$ cat config.mk
export PLATFORM = sky130hd
export DESIGN_NAME = count_seq_monitor
export DESIGN_NICKNAME = d
export VERILOG_FILES = /design/src/rtl/count_seq_monitor_pkg.sv /design/src/rtl/count_seq_monitor_satcnt.sv /design/src/rtl/count_seq_monitor.sv
export SDC_FILE = /design/constraint.sdc
export NUM_CORES = 1
export LEC_CHECK = 0
export BUFFER_PORTS_ARGS = -buffer_cell sky130_fd_sc_hd__buf_2
export CAP_MARGIN = 40
export CORE_MARGIN = 1.5
export CORE_UTILIZATION = 50
export CTS_BUF_LIST = sky130_fd_sc_hd__clkbuf_8
export CTS_CLUSTER_SIZE = 28
export DETAILED_ROUTE_END_ITERATION = 10
export PLACE_DENSITY = 0.75
export SLEW_MARGIN = 20
export SYNTH_ARGS = -nofsm -noshare
export SYNTH_HDL_FRONTEND = slang
export SYNTH_SLANG_ARGS = --single-unit
$ cat constraint.sdc
create_clock -name clock -period 2.05 [get_ports clock]
set_input_delay 0.205 -clock clock [delete_from_list [all_inputs] [get_ports clock]]
set_output_delay 0.205 -clock clock [all_outputs]
set_load 0.01 [all_outputs]
$ cat src/rtl/count_seq_monitor_pkg.sv
// Shared types and default sizes for the count sequence monitor.
// Optional feature macro: COUNT_SEQ_MONITOR_HOLD_OK_EN (hold samples are neutral).
package count_seq_monitor_pkg;

    // Monitor FSM encoding, fixed so status logic can decode it directly.
    typedef enum logic [1:0] {
        UNSYNC = 2'd0,
        SYNC   = 2'd1,
        LOCKED = 2'd2
    } mon_state_e;

    localparam int unsigned DEF_WIDTH      = 4;
    localparam int unsigned DEF_SYNC_LEN   = 2;
    localparam int unsigned DEF_ERR_CNT_W  = 8;
    localparam int unsigned DEF_WRAP_CNT_W = 8;

    // The streak counter is sized for the largest supported SYNC_LEN (15).
    localparam int unsigned STREAK_W       = 4;

endpackage : count_seq_monitor_pkg

$ cat src/rtl/count_seq_monitor_satcnt.sv
// Statistics counter for the count sequence monitor: increment, synchronous
// clear and a choice between saturating at all-ones or wrapping to zero.
module count_mon_satcnt #(
    parameter int unsigned CNT_W    = 8,
    parameter bit          SATURATE = 1'b1
) (
    input  logic             clk,
    input  logic             rst_n,
    input  logic             clr,
    input  logic             inc,
    output logic [CNT_W-1:0] count
);

    logic [CNT_W-1:0] cnt_q;
    logic [CNT_W-1:0] cnt_d;

    // Next count: clear wins, then increment with saturate or wrap.
    always_comb begin
        cnt_d = cnt_q;
        if (clr) begin
            cnt_d = '0;
        end else if (inc) begin
            if (SATURATE && (cnt_q == '1)) begin
                cnt_d = cnt_q;
            end else begin
                cnt_d = cnt_q + CNT_W'(1);
            end
        end
    end

    // Count register.
    always_ff @(posedge clk or negedge rst_n) begin
        if (!rst_n) begin
            cnt_q <= '0;
        end else begin
            cnt_q <= cnt_d;
        end
    end

    assign count = cnt_q;

endmodule : count_mon_satcnt

$ cat src/rtl/count_seq_monitor.sv
// Count sequence monitor: locks onto a +1 modulo-2^WIDTH counter sequence,
// flags breaks in the sequence and reports wrap-arounds, with error and wrap
// statistics. Asynchronous active-low reset on port `reset`.
// Optional feature macro: COUNT_SEQ_MONITOR_HOLD_OK_EN -- when defined, a
// repeated value (hold) is neutral in SYNC and LOCKED instead of a mismatch.
module count_seq_monitor
    import count_seq_monitor_pkg::*;
#(
    parameter int unsigned WIDTH      = DEF_WIDTH,
    parameter int unsigned SYNC_LEN   = DEF_SYNC_LEN,
    parameter int unsigned ERR_CNT_W  = DEF_ERR_CNT_W,
    parameter int unsigned WRAP_CNT_W = DEF_WRAP_CNT_W
) (
    input  logic                  clock,
    input  logic                  reset,
    input  logic [WIDTH-1:0]      count_in,
    input  logic                  valid_in,
    input  logic                  clear,
    output logic                  locked,
    output logic                  error_pulse,
    output logic                  wrap_pulse,
    output logic [ERR_CNT_W-1:0]  err_count,
    output logic [WRAP_CNT_W-1:0] wrap_count
);

`ifdef COUNT_SEQ_MONITOR_HOLD_OK_EN
    localparam bit HOLD_OK = 1'b1;
`else
    localparam bit HOLD_OK = 1'b0;
`endif

    localparam logic [STREAK_W-1:0] SYNC_TGT = STREAK_W'(SYNC_LEN);

    mon_state_e          state_q, state_d;
    logic [WIDTH-1:0]    prev_q, prev_d;
    logic [STREAK_W-1:0] streak_q, streak_d;
    logic                locked_q, locked_d;
    logic                error_pulse_q, error_pulse_d;
    logic                wrap_pulse_q, wrap_pulse_d;

    logic                err_inc;
    logic                wrap_inc;
    logic                is_match;
    logic                is_hold;
    logic                hold_neutral;
    logic [STREAK_W-1:0] streak_inc;

    // Sample classification against the previously captured value.
    always_comb begin
        is_match     = (count_in == (prev_q + WIDTH'(1)));
        is_hold      = (count_in == prev_q);
        hold_neutral = HOLD_OK && is_hold;
        streak_inc   = streak_q + STREAK_W'(1);
    end

    // Next-state, statistics strobes and registered-output next values.
    always_comb begin
        state_d       = state_q;
        prev_d        = prev_q;
        streak_d      = streak_q;
        err_inc       = 1'b0;
        wrap_inc      = 1'b0;
        error_pulse_d = 1'b0;
        wrap_pulse_d  = 1'b0;

        if (clear) begin
            // The simultaneous sample is dropped, so prev is left as is.
            state_d  = UNSYNC;
            streak_d = '0;
        end else if (valid_in) begin
            prev_d = count_in;
            unique case (state_q)
                UNSYNC: begin
                    streak_d = '0;
                    state_d  = SYNC;
                end
                SYNC: begin
                    if (hold_neutral) begin
                        state_d = SYNC;
                    end else if (is_match) begin
                        streak_d = streak_inc;
                        if (streak_inc == SYNC_TGT) begin
                            state_d = LOCKED;
                        end
                    end else begin
                        streak_d = '0;
                    end
                end
                LOCKED: begin
                    if (hold_neutral) begin
                        state_d = LOCKED;
                    end else if (is_match) begin
                        if (prev_q == '1) begin
                            wrap_pulse_d = 1'b1;
                            wrap_inc     = 1'b1;
                        end
                    end else begin
                        error_pulse_d = 1'b1;
                        err_inc       = 1'b1;
                        streak_d      = '0;
                        state_d       = SYNC;
                    end
                end
                default: begin
                    state_d  = UNSYNC;
                    streak_d = '0;
                end
            endcase
        end

        locked_d = (state_d == LOCKED);
    end

    // State, history and registered status outputs.
    always_ff @(posedge clock or negedge reset) begin
        if (!reset) begin
            state_q       <= UNSYNC;
            prev_q        <= '0;
            streak_q      <= '0;
            locked_q      <= 1'b0;
            error_pulse_q <= 1'b0;
            wrap_pulse_q  <= 1'b0;
        end else begin
            state_q       <= state_d;
            prev_q        <= prev_d;
            streak_q      <= streak_d;
            locked_q      <= locked_d;
            error_pulse_q <= error_pulse_d;
            wrap_pulse_q  <= wrap_pulse_d;
        end
    end

    count_mon_satcnt #(
        .CNT_W    (ERR_CNT_W),
        .SATURATE (1'b1)
    ) u_err_cnt (
        .clk   (clock),
        .rst_n (reset),
        .clr   (clear),
        .inc   (err_inc),
        .count (err_count)
    );

    count_mon_satcnt #(
        .CNT_W    (WRAP_CNT_W),
        .SATURATE (1'b0)
    ) u_wrap_cnt (
        .clk   (clock),
        .rst_n (reset),
        .clr   (clear),
        .inc   (wrap_inc),
        .count (wrap_count)
    );

    assign locked      = locked_q;
    assign error_pulse = error_pulse_q;
    assign wrap_pulse  = wrap_pulse_q;

endmodule : count_seq_monitor
==> impl_metrics.toml <==
[setup_path]
cp-end-kind = "flip-flop"
required_ps = 2260
path_max_fanout = 5
cp-start-kind = "flip-flop"
critical_path_class = "flip-flop to flip-flop"
arrival_ps = 2190

[finish]
drive_above_1_share_pct = 28.23
final_area_um2 = 1987
fin_nets = 221
syn2layout_area_growth_pct = 25.83
layout.cells.non_filler = 253
n_antenna_cell = 0

[power]
p_per_area_nw_per_um2 = 634.2
ir_drop_v = 0.0004427
finalPower_mw = 1.260
p_leak_nw = 0.9242

[floorplanning]
core_um2 = 3028
num_rows = 20
die-height_um = 59.20
dieArea_um2 = 3504
pin_count = 27
die_x_um = 59.20
initial_core_util_pct = 52.15

[grt]
antenna_found_initial = 0
grt_use_met2_pct = 36.89
grt_overflow_total = 0
grt.busiest_layer = "met2"
met1_usage_pct = 25.95
grt_first_pass_wirelength_um = 5671
grt.total_usage_pct = 21.89
grt_max_degree = 30
grt_pass1_vias = 1265
grt_use_met3_pct = 7.642

[synth]
synth-seq-area-share_pct = 45.96
ys_types = 39
avgSynthCellArea_um2 = 9.455
syn_inst = 167
synth_warnings = 0
synth-edff-count = 0
ys_seq_elements = 29
synth_top_flop_cell = "dfrtp_1"
synth-async-reset-ratio_pct = 100.0
synth_nets = 180
netlist_area_um2 = 1579

[placed_design]
dp_hpwl_um = 2526
dp.cells = 242
placed_cell_area_um2 = 1831
port_buffers = 26
gp_congestion = 0.8543

[clock_network]
cts_root_buf = "clkbuf_8"
cts_tree = "built"
clk_latency_ps = 290
clk_transition_reported_paths_ps = 60
cts_made_buffers = 5
h-tree-depth = 2
clock-sinks = 29
cts_buffer_depth = 2

[drt]
vias = 1387
viasPerCell = 5.482
wl_per_cell_um = 13.99
drtIter0Drc = 111
postRouteAntennaNets = 0
drtPass1Iterations = 4
drc = 0
wl_um = 3539

[sta]
tightest_slew_ps = 646.2
fmax_mhz = 504.7
rsz0062_at_grt = "yes"
fin_skew_ps = 6.089
setup-violations-final = 0
finalHoldViolations = 0
slew_viol_final = 0
fin_crit_sh_pct = 96.64
relSlewSlack_pct = 56.92
layout_min_cycle_time_ps = 1981

[run_status]
status = "complete, no violations"

[job]
drv_cap = 0

[hold_path]
hp-class = "primary input to flip-flop"
[where the power goes]
| group | internal (mW) | switching [mW] | total (mW) |
|---|---|---|---|
| sequential | 0.584 | 0.0136 | 0.598 |
| combinational | 0.0958 | 0.102 | 0.198 |
| clock | 0.234 | 0.231 | 0.465 |
[per-layer routing]
layer | up-vias | wire, um
met3 | 8 | 165
met1 | 653 | 1562
li1 | 686 | -
met4 | 0 | 47
met5 | - | 0
met2 | 40 | 1763
[cells in the mapped netlist (all sizes together), types with 2 or more instances]
master	n	area, um2
a21oi	12	60.06
and3	3	18.77
clkbuf	5	18.77
dfrtp	29	725.7
ha	5	62.56
inv	5	18.77
mux2i	2	20.02
nand2	23	86.33
nand3	11	60.06
nand4	4	25.02
nor2	12	45.04
nor3	2	10.01
nor4	2	12.51
o211ai	2	15.01
o21ai	7	35.03
o31ai	6	45.04
or3	6	40.03
or4	6	45.04
xnor2	2	17.52
xor2	7	76.32
[registers in the layout, summed over array words and instances (netlist names)]
register / cells
state_q: 2
u_wrap_cnt.count: 8
streak_q: 4
locked: 1
u_err_cnt.count: 8
error_pulse: 1
wrap_pulse: 1
prev_q: 4
[path summary, 6_finish.rpt]
path	start	end	slack, ps	cells after the start
max in group asynchronous	reset	prev_q[1]	1140	2
min	count_in[2]	prev_q[2]	140	3
max reg2reg	prev_q[1]	u_wrap_cnt.count[5]	70	6
max	prev_q[1]	u_wrap_cnt.count[5]	70	6
min in group asynchronous	reset	u_err_cnt.count[7]	480	2
min reg2reg	streak_q[1]	streak_q[1]	560	2
[logic make-up (layout without fill, tap and decap cells)]
family / Yosys count / after routing / share of synthesized area (%)
fa+ha+maj: 5 / 5 / 3.962
flops: 29 / 29 / 45.96
buf+inv: 11 / 53 / 2.694
xor+xnor: 10 / 10 / 7.369
mux: 2 / 2 / 1.268
compound gates: 36 / 36 / 14.58
simple gates: 74 / 74 / 24.17
[stage by stage]
stage / worst slack [ps] / util, % / setup TNS (ps) / hold WS (ps)
floorplan: 2.936 / - / 0 / -90.59
global placement: -8.212 / 60.45 / -8.212 / 255.1
detailed placement: -136.1 / 60.45 / -529.8 / 269.5
CTS: 26.03 / 64.71 / 0 / 136.4
global route: -20.48 / 65.62 / -30.86 / 138.1
finish: 68.79 / 65.62 / 0 / 141.2
[cell usage in the layout (no fill, tap or decap), drive strengths merged, types with 5 or more instances in the layout]
master / instances
nand2: 23
o21ai: 7
nor2: 12
buf: 39
xor2: 7
ha: 5
or3: 6
a21oi: 12
o31ai: 6
dfrtp: 29
or4: 6
clkbuf: 5
inv: 5
nand3: 11
[worst max-delay path, stage by stage (launching register included)]
cell,delay (ps)
dfrtp_1,420
ha_4,270
xnor2_4,150
and3_4,250
nand4_1,170
or4_1,500
a21oi_1,150
[area by class of cell]
class	instances	area, um2
Clock buffer	5	68.82
Tap cell	44	55.05
Timing Repair Buffer	40	237.7
Clock inverter	3	17.52
Fill cell	235	1041
Inverter	5	18.77
Sequential cell	29	725.7
Multi-Input combinational cell	127	863.3
[timing repair]
| action | CTS | global route |
|---|---|---|
| gates resized for setup | 4 | 3 |
| hold buffers | 1 | 0 |
| endpoints found under the setup margin | 8 | 8 |
| hold endpoints to repair | 29 | 0 |
| pin swaps | 3 | 8 |
| setup buffers | 1 | 1 |
(Power assumes the default switching activity.)
